### config.mk
export PLATFORM = sky130hd
export DESIGN_NAME = branch_predictor_flat
export DESIGN_NICKNAME = d
export VERILOG_FILES = /design/src/rtl/riscv_pkg.sv /design/src/rtl/branch_predictor_if.sv /design/src/rtl/branch_predictor_sat_counter2.sv /design/src/rtl/branch_predictor.sv /design/src/flat_wrapper.sv
export SDC_FILE = /design/constraint.sdc
export NUM_CORES = 1
export LEC_CHECK = 0
export CAP_MARGIN = 15
export CORE_UTILIZATION = 26
export CTS_CLUSTER_DIAMETER = 60
export CTS_CLUSTER_SIZE = 8
export DETAILED_ROUTE_END_ITERATION = 10
export PLACE_DENSITY = 0.41
export SETUP_SLACK_MARGIN = 0.15
export SLEW_MARGIN = 20
export SYNTH_ARGS = -nofsm -noshare
export SYNTH_HDL_FRONTEND = slang
export SYNTH_SLANG_ARGS = --single-unit
### constraint.sdc
create_clock -name clk -period 8.99 [get_ports clk]
set_clock_uncertainty 0.15 [all_clocks]
set_input_delay 1.798 -clock clk [delete_from_list [all_inputs] [get_ports clk]]
set_output_delay 1.798 -clock clk [all_outputs]
set_load 0.005 [all_outputs]
### src/rtl/riscv_pkg.sv
// Shared RISC-V pipeline constants: opcode groups, 2-bit counter encodings
// and the flush-suppression window states.
package riscv_pkg;

  localparam int unsigned XLEN = 32;

  localparam logic [4:0] OPC_BRANCH = 5'b11000;
  localparam logic [4:0] OPC_JAL    = 5'b11011;
  localparam logic [4:0] OPC_JALR   = 5'b11001;

  localparam logic [1:0] SNT = 2'b00;
  localparam logic [1:0] WNT = 2'b01;
  localparam logic [1:0] WT  = 2'b10;
  localparam logic [1:0] ST  = 2'b11;

  localparam logic [1:0] COUNT_MAX = 2'd2;

  typedef enum logic [1:0] {
    CNT_0 = 2'd0,
    CNT_1 = 2'd1,
    CNT_2 = 2'd2
  } count_state_t;

endpackage

### src/rtl/branch_predictor_if.sv
// Fetch/EX-side signals of the branch predictor; the pipeline is master,
// the predictor is slave.
interface branch_predictor_if;
  import riscv_pkg::*;

  logic [XLEN-1:0] fetch_pc;
  logic [XLEN-1:0] predict_pc;
  logic            predict_taken;
  logic            update_en;
  logic [XLEN-1:0] update_pc;
  logic            update_taken;
  logic [XLEN-1:0] update_target;
  logic            flush_in;
  logic [1:0]      count;

  modport master (
    output fetch_pc, update_en, update_pc, update_taken, update_target, flush_in,
    input  predict_pc, predict_taken, count
  );

  modport slave (
    input  fetch_pc, update_en, update_pc, update_taken, update_target, flush_in,
    output predict_pc, predict_taken, count
  );
endinterface

### src/rtl/branch_predictor_sat_counter2.sv
// Next-state function of a 2-bit saturating up/down counter.
module sat_counter2
  import riscv_pkg::*;
(
  input  logic [1:0] ctr,
  input  logic       up,
  output logic [1:0] nxt
);
  always_comb begin
    nxt = ctr;
    if (up) begin
      if (ctr != ST) nxt = ctr + 2'd1;
    end else begin
      if (ctr != SNT) nxt = ctr - 2'd1;
    end
  end
endmodule

### src/rtl/branch_predictor.sv
// Direct-mapped BTB with 2-bit counters, plus the post-reset/post-flush
// count window consumed by the flush unit.
module branch_predictor
  import riscv_pkg::*;
#(
  parameter int unsigned ENTRIES = 16,
  parameter int unsigned IDX_W   = 4,
  parameter int unsigned TAG_W   = 32 - IDX_W - 2
) (
  input logic               clk,
  input logic               rst,
  branch_predictor_if.slave bus
);

  logic             valid_q  [ENTRIES];
  logic [TAG_W-1:0] tag_q    [ENTRIES];
  logic [XLEN-1:0]  target_q [ENTRIES];
  logic [1:0]       ctr_q    [ENTRIES];

  count_state_t count_q;

  logic [IDX_W-1:0] idx;
  logic [TAG_W-1:0] ftag;
  logic             hit;
  logic [IDX_W-1:0] uidx;
  logic [TAG_W-1:0] utag;
  logic             uhit;
  logic [1:0]       ctr_nxt;
  logic             unused_pc_bits;

  assign idx  = bus.fetch_pc[IDX_W+1:2];
  assign ftag = bus.fetch_pc[XLEN-1:IDX_W+2];
  assign uidx = bus.update_pc[IDX_W+1:2];
  assign utag = bus.update_pc[XLEN-1:IDX_W+2];

  // Low PC bits are ignored; word alignment is the ISA's guarantee.
  assign unused_pc_bits = ^{bus.fetch_pc[1:0], bus.update_pc[1:0]};

  always_comb begin
    hit               = valid_q[idx] && (tag_q[idx] == ftag);
    bus.predict_taken = hit && ctr_q[idx][1];
    bus.predict_pc    = bus.predict_taken ? target_q[idx] : bus.fetch_pc + 32'd4;
  end

  assign uhit = valid_q[uidx] && (tag_q[uidx] == utag);

  sat_counter2 u_ctr (
    .ctr (ctr_q[uidx]),
    .up  (bus.update_taken),
    .nxt (ctr_nxt)
  );

  always_ff @(posedge clk) begin
    if (rst) begin
      for (int unsigned i = 0; i < ENTRIES; i++) begin
        valid_q[i] <= 1'b0;
        ctr_q[i]   <= WNT;
      end
      count_q <= CNT_0;
    end else begin
      if (bus.update_en) begin
        if (uhit) begin
          ctr_q[uidx] <= ctr_nxt;
          if (bus.update_taken) target_q[uidx] <= bus.update_target;
        end else if (bus.update_taken) begin
          valid_q[uidx]  <= 1'b1;
          tag_q[uidx]    <= utag;
          target_q[uidx] <= bus.update_target;
          ctr_q[uidx]    <= WT;
        end
      end

      if (bus.flush_in) begin
        count_q <= CNT_0;
      end else begin
        case (count_q)
          CNT_0:   count_q <= CNT_1;
          CNT_1:   count_q <= CNT_2;
          default: count_q <= CNT_2;
        endcase
      end
    end
  end

  assign bus.count = count_q;

endmodule

### src/flat_wrapper.sv
// flat-port wrapper written by rule: the top's interface ports become plain ports
module branch_predictor_flat import riscv_pkg::*;
#(
  parameter int unsigned ENTRIES = 16,
  parameter int unsigned IDX_W   = 4,
  parameter int unsigned TAG_W   = 32 - IDX_W - 2
)
  (clk, rst, bus_fetch_pc, bus_update_en, bus_update_pc, bus_update_taken, bus_update_target, bus_flush_in, bus_predict_pc, bus_predict_taken, bus_count);
  branch_predictor_if bus_i ();
  input logic clk;
  input logic rst;
  input wire logic [$bits(bus_i.fetch_pc)-1:0] bus_fetch_pc;
  input wire logic [$bits(bus_i.update_en)-1:0] bus_update_en;
  input wire logic [$bits(bus_i.update_pc)-1:0] bus_update_pc;
  input wire logic [$bits(bus_i.update_taken)-1:0] bus_update_taken;
  input wire logic [$bits(bus_i.update_target)-1:0] bus_update_target;
  input wire logic [$bits(bus_i.flush_in)-1:0] bus_flush_in;
  output wire logic [$bits(bus_i.predict_pc)-1:0] bus_predict_pc;
  output wire logic [$bits(bus_i.predict_taken)-1:0] bus_predict_taken;
  output wire logic [$bits(bus_i.count)-1:0] bus_count;
  assign bus_i.fetch_pc = bus_fetch_pc;
  assign bus_i.update_en = bus_update_en;
  assign bus_i.update_pc = bus_update_pc;
  assign bus_i.update_taken = bus_update_taken;
  assign bus_i.update_target = bus_update_target;
  assign bus_i.flush_in = bus_flush_in;
  assign bus_predict_pc = bus_i.predict_pc;
  assign bus_predict_taken = bus_i.predict_taken;
  assign bus_count = bus_i.count;
  branch_predictor #(.ENTRIES(ENTRIES), .IDX_W(IDX_W), .TAG_W(TAG_W)) u_core (.clk(clk), .rst(rst), .bus(bus_i));
endmodule
# [Yosys cells after proc, flatten, opt, wreduce, memory -nomap -nowiden]
# Memories as Yosys holds them, arrays and structs flattened.
# Cells that the tools add are included.
[word_totals] reg_bits=2 ramBits=976 word_cells=49 mem_count=4
[memory_table] name="u_core.target_q" words=16 word_bits=32 read_ports=1 rd_ports_with_merged_regs=0 wr=1 line="branch_predictor.sv:17" text="logic [XLEN-1:0] target_q [ENTRIES];"
[memory_table] name="u_core.tag_q" words=16 word_bits=26 read_ports=2 rd_ports_with_merged_regs=0 wr=1 line="branch_predictor.sv:16" text="logic [TAG_W-1:0] tag_q [ENTRIES];"
[memory_table] name="u_core.ctr_q" words=16 word_bits=2 read_ports=2 rd_ports_with_merged_regs=0 wr=16 line="branch_predictor.sv:18" text="logic [1:0] ctr_q [ENTRIES];"
[memory_table] name="u_core.valid_q" words=16 word_bits=1 read_ports=2 rd_ports_with_merged_regs=0 wr=16 line="branch_predictor.sv:15" text="logic valid_q [ENTRIES];"
[classes] n_addsub=3 eq_ne=3 n_mux=28 bitwise_logic=2 reduce_logical=8
[ops] op="two-way mux 32 bit" count=2
[ops] op="equality test 26 bit" count=2
[ops] op="adder 32 x 3 -> 32 bit (second input constant)" count=1
[ops] op="two-way mux 1 bit" count=18
[ops] op="two-way mux 2 bit" count=6
[ops] op="two-way mux 4 bit" count=2
[ops] op="OR reduction 2 bit" count=2
[ops] op="logical AND 1 bit" count=3
[ops] op="adder 2 x 1 -> 2 bit (second input constant)" count=1
[ops] op="zero test 2 bit" count=1
[ops] op="inequality test 2 bit (second input constant)" count=1
[ops] op="bitwise OR 1 bit" count=2
[ops] op="nonzero test 2 bit" count=1
[ops] op="subtractor 2 x 1 -> 2 bit (second input constant)" count=1
[ops] op="OR reduction 1 bit" count=1

# [Depth between registers and ports, before layout]
# Gate-level depths: netlist of the first run.
# An unclocked memory read counts as a cell.
[logic_depth] word_depth=10 depth_mapped=16

# [Hierarchy]
# A second synthesis of the first run with hierarchy kept.
[hier_totals] cells_unflattened=2171 hier_area_um2=42817.3
[by_module_without_submodules] module="branch_predictor" n_inst=1 cells_per_inst=2168 area_each_um2=42791.0
[by_module_without_submodules] module="sat_counter2" n_inst=1 cells_per_inst=3 area_each_um2=26.3

# [Worst setup path before layout of the first run]
# OpenSTA, ideal clock, no wires.
[synth_timing] path_type="input-to-output" from="in bus_fetch_pc[2]" to="out bus_predict_pc[10]" t_arrival_ns=5.174 t_required_ns=7.042 setup_slack_ns=1.868 cell_stages=11 n_path_buf=8 cell_sequence="buf_2 > buf_4 > buf_4 > buf_2 > buf_4 > buf_2 > clkbuf_1 > buf_1 > mux4_2 > mux4_2 > mux2_4"
[synth_via] elab_chain_len=5 word_cells_on_any_way=9 classes_between="1 x add/sub; 1 x eq/ne; 1 x mux; 2 x reduce/logical; 4 x memory"
[synth_rtl] element="start, declared" line="flat_wrapper.sv:12" text="input wire logic [$bits(bus_i.fetch_pc)-1:0] bus_fetch_pc;"
[synth_rtl] element="memory read (16 x 26 bit)"
[synth_rtl] element="equality test 26 bit" line="branch_predictor.sv:40" text="hit = valid_q[idx] && (tag_q[idx] == ftag);"
[synth_rtl] element="logical AND 1 bit" line="branch_predictor.sv:40"
[synth_rtl] element="logical AND 1 bit" line="branch_predictor.sv:41" text="bus.predict_taken = hit && ctr_q[idx][1];"
[synth_rtl] element="two-way mux 32 bit *" line="branch_predictor.sv:42" text="bus.predict_pc = bus.predict_taken ? target_q[idx] : bus.fetch_pc + 32'd4;"
[synth_rtl] element="end, declared" line="flat_wrapper.sv:18" text="output wire logic [$bits(bus_i.predict_pc)-1:0] bus_predict_pc;"
# Mark *: on every way between the ends. The rest lies on a longest branch, timed or not.

# [Final worst setup path of the first run]
[layout_timing] from="in bus_fetch_pc[2]" to="out bus_predict_pc[18]"
# The elaborated chain is that of the path after synthesis.

==> reports/results.ini, run 1 <==
[power_and_ir_drop]
vdd_ir_drop_max_mv = 0.165
p_sw_mw = 2.54
swShare_pct = 23.3
p_leak_nw = 16.2
cellPowerDensity_nw_per_um2 = 211
clockPowerShare_pct = 46.3
p_comb_share_pct = 7.2
internal_power_mw = 8.35
seqPwrFrac_pct = 46.6

[logic_synthesis]
yosysMostFrequentCell = edfxtp_1
synth_common_cells = edfxtp_1 (960), mux4_2 (326), mux2i_1 (142), nor2_1 (66), clkbuf_1 (64)
synth_cells = 2207
ys.warnings.count = 0
syn_nets = 2309
yosys.area.top_type = edfxtp_1
synth-edff-count = 960
synth.distinct_cells = 60
ys.flop_type = edfxtp_1
ys_ff_latch = 978
synth_area_sq_um = 43000
ys_top_cells_by_area = edfxtp_1 (67%), mux4_2 (17%), mux2i_1 (3.3%)
synth.top_cell.area_share_pct = 67.1
syn_avg_cell_area_sq_um = 19.5
async_flop_share_pct = 0
ys_seq_area_share_pct = 67.9

[setup_path]
start_kind = primary input
crit_chain = buf_12 > buf_4 > mux4_2 > nor2_1 > a221oi_1 > o21ai_0 > buf_4 > xor2_1 > nand4_1 > or4_1 > or4_2 > buf_12 > mux2_4 > clkdlybuf4s50_1
cp.arrival_ns = 6.52
r2r_start = u_core.tag_q[15][15]
worst-setup-path-type = in2out
r2r-end = u_core.ctr_q[4][0]
r2r_slack_ns = 4.40
critPathMaxFanout = 53
rr_worst_depth = 9
slowest_stage = or4_2
endpoint = bus_predict_pc[18]
cp-end-kind = primary output
max_stage_delay_ns = 0.68
startpoint = bus_fetch_pc[2]
worstPathRequired_ns = 7.04

[final_layout]
nets = 2540
post-route-util_pct = 31.6
final_cell_area_sq_um = 51600
syn_to_final_growth_pct = 20.0
drive_gt1_share_pct = 27.8

[drt]
drt_iter0_markers = 2236
wl_um = 141000
routedWlPerCell_um = 30.3
final_antenna_net_count = 0
drt_first_pass_iters = 7
drc = 0
vias_per_cell = 5.03
vias = 23401

[placement]
dp_hpwl_um = 84700
place_area_sq_um = 47400
placement.io_buffers = 133
routabilityCongestion = 0.800

[die]
die_height_um = 409
die_w_um = 409
die-area_sq_um = 167000
start_util_pct = 26.3
core_sq_um = 163000
row_count = 148
io_pins = 136

[clocking]
cts-root-buf = clkbuf_16
cts.path.max_buffers = 3
clkTransAtPathRegs_ns = 0.04
postCtsHoldBufs = 0
cts_sinks = 978
cts_resized = 0
htree_num_levels = 4
cts_tree = built
clk_latency_ns = 0.81
post-cts-setup-buffers = 0
cts_buffers = 145

[run]
maxCapViolations = 0

[global_route]
gr-usage-all-layers_pct = 16.8
gr-total-overflow = 0
grt_pass1_vias = 24840
grt_max_degree = 58
antenna_found_initial = 22
grt_pass1_wl_um = 197000

[sta]
finalSetupTns_ns = 0
setup_viol = 0
hold_ws_ns = 0.303
slew_headroom_pct = 24.5
slew_viol_final = 0
fmax_ghz = 0.118
fin_crit_sh_pct = 94.2
tightest_slew_ns = 1.13
fin_crit_ns = 8.47
rsz0062_at_grt = no
hold_violations = 0

[hold_path]
hold_path_class = reg2reg

[outcome]
outcome = completed

==> layout by cell type (no fill, tap or decap), drive strengths merged, types with 5 or more instances in the layout <==
master	n
a211oi	25
a21oi	20
a221o	5
a221oi	20
a22oi	34
a31oi	5
and2	12
and3	9
buf	107
clkbuf	161
clkdlybuf4s50	126
clkinv	20
dfxtp	18
edfxtp	960
inv	13
mux2	44
mux2i	142
mux4	330
nand2	58
nand3	36
nand4	20
nor2	66
nor2b	12
nor3	13
nor4	10
o2111ai	11
o21ai	35
o22ai	14
o2bb2ai	15
or2	6
xnor2	52
xor2	39
==> sequential cells by signal, summed over array words and instances (netlist names) <==
name	count
u_core.target_q	512
u_core.tag_q	416
u_core.ctr_q	32
u_core.valid_q	16
u_core.bus.count	2
==> routing by layer <==
metal	part of all wire (%)	wire, um	up-vias	global-route usage (%)
met5	0.12	172	-	0
met4	1.9	2740	24	4.12
met3	5.6	7830	212	3.85
met2	50	69800	723	28.3
met1	43	60200	12717	21.9
li1	-	-	9725	-
==> through the flow <==
step / power, mW / setup WS (ns) / std cells
6_report: 10.9 / 0.523 / 4654
3_3_place_gp: 5.94 / 0.321 / 4466
5_1_grt: 11.2 / 0.302 / 4653
3_5_place_dp: 5.95 / 0.391 / 4466
4_1_cts: 11.0 / 0.351 / 4653
2_1_floorplan: 5.58 / 1.87 / 2207
==> worst min-delay path by stage <==
stage,cells past startpoint,end,slack (ns),startpoint
finish,1,u_core.bus.count[0],0.30,u_core.bus.count[1]
detailed placement,1,u_core.bus.count[0],0.29,u_core.bus.count[1]
floorplan,1,u_core.valid_q[12],0.29,u_core.valid_q[12]
global route,1,u_core.bus.count[0],0.35,u_core.bus.count[1]
global placement,1,u_core.bus.count[0],0.29,u_core.bus.count[0]
CTS,1,u_core.bus.count[0],0.30,u_core.bus.count[1]
==> cell families (layout without fill, tap and decap cells) <==
kind of cell	after synthesis	count (layout)	synth area share, %
xor+xnor	91	91	1.87
mux	516	516	22.0
fa+ha+maj	1	1	0.0291
compound gates	202	202	3.35
other cells	0	1	0
simple gates	260	260	3.01
buf+inv	159	430	1.76
flops	978	978	67.9
==> power by group through the flow <==
| stage | Clock [mW] | Combinational, mW | Sequential, mW |
|---|---|---|---|
| 6_report | 5.04 | 0.780 | 5.07 |
| 5_1_grt | 5.34 | 0.830 | 5.07 |
| 4_1_cts | 5.18 | 0.793 | 5.07 |
| 3_5_place_dp | 0 | 0.791 | 5.16 |
| 3_3_place_gp | 0 | 0.785 | 5.15 |
| 2_1_floorplan | 0 | 0.428 | 5.15 |
==> worst max-delay path, delay by kind of cell <==
kind / cells / cell delay (ns)
XOR/XNOR: 1 / 0.19
AO/OA/AOI/OAI: 2 / 0.59
multiplexers: 2 / 0.83
AND/OR/NAND/NOR: 4 / 1.30
buffers and inverters: 5 / 1.67
==> cell type report <==
| class | instances | area, sq um |
|---|---|---|
| well taps | 2175 | 2720 |
| clock buffers | 161 | 3690 |
| clock inverters | 26 | 488 |
| inverters | 10 | 40.0 |
| fillers | 15799 | 112000 |
| flip-flops and latches | 978 | 29200 |
| multi-input cells | 1070 | 13300 |
| repair buffers | 233 | 2160 |
| diodes | 1 | 2.50 |
(Power assumes the default switching activity.)
==> run 2: changes to the inputs <==
--- a/config.mk
+++ b/config.mk
@@ -5,6 +5,7 @@
 export SDC_FILE = /design/constraint.sdc
 export NUM_CORES = 1
 export LEC_CHECK = 0
+export ABC_CLOCK_PERIOD_IN_PS = 8990
 export CAP_MARGIN = 15
 export CORE_UTILIZATION = 26
 export CTS_CLUSTER_DIAMETER = 60
==> results of run 2 <==
Same layout as run 1: the final DEF is identical, and so are final timing and power.
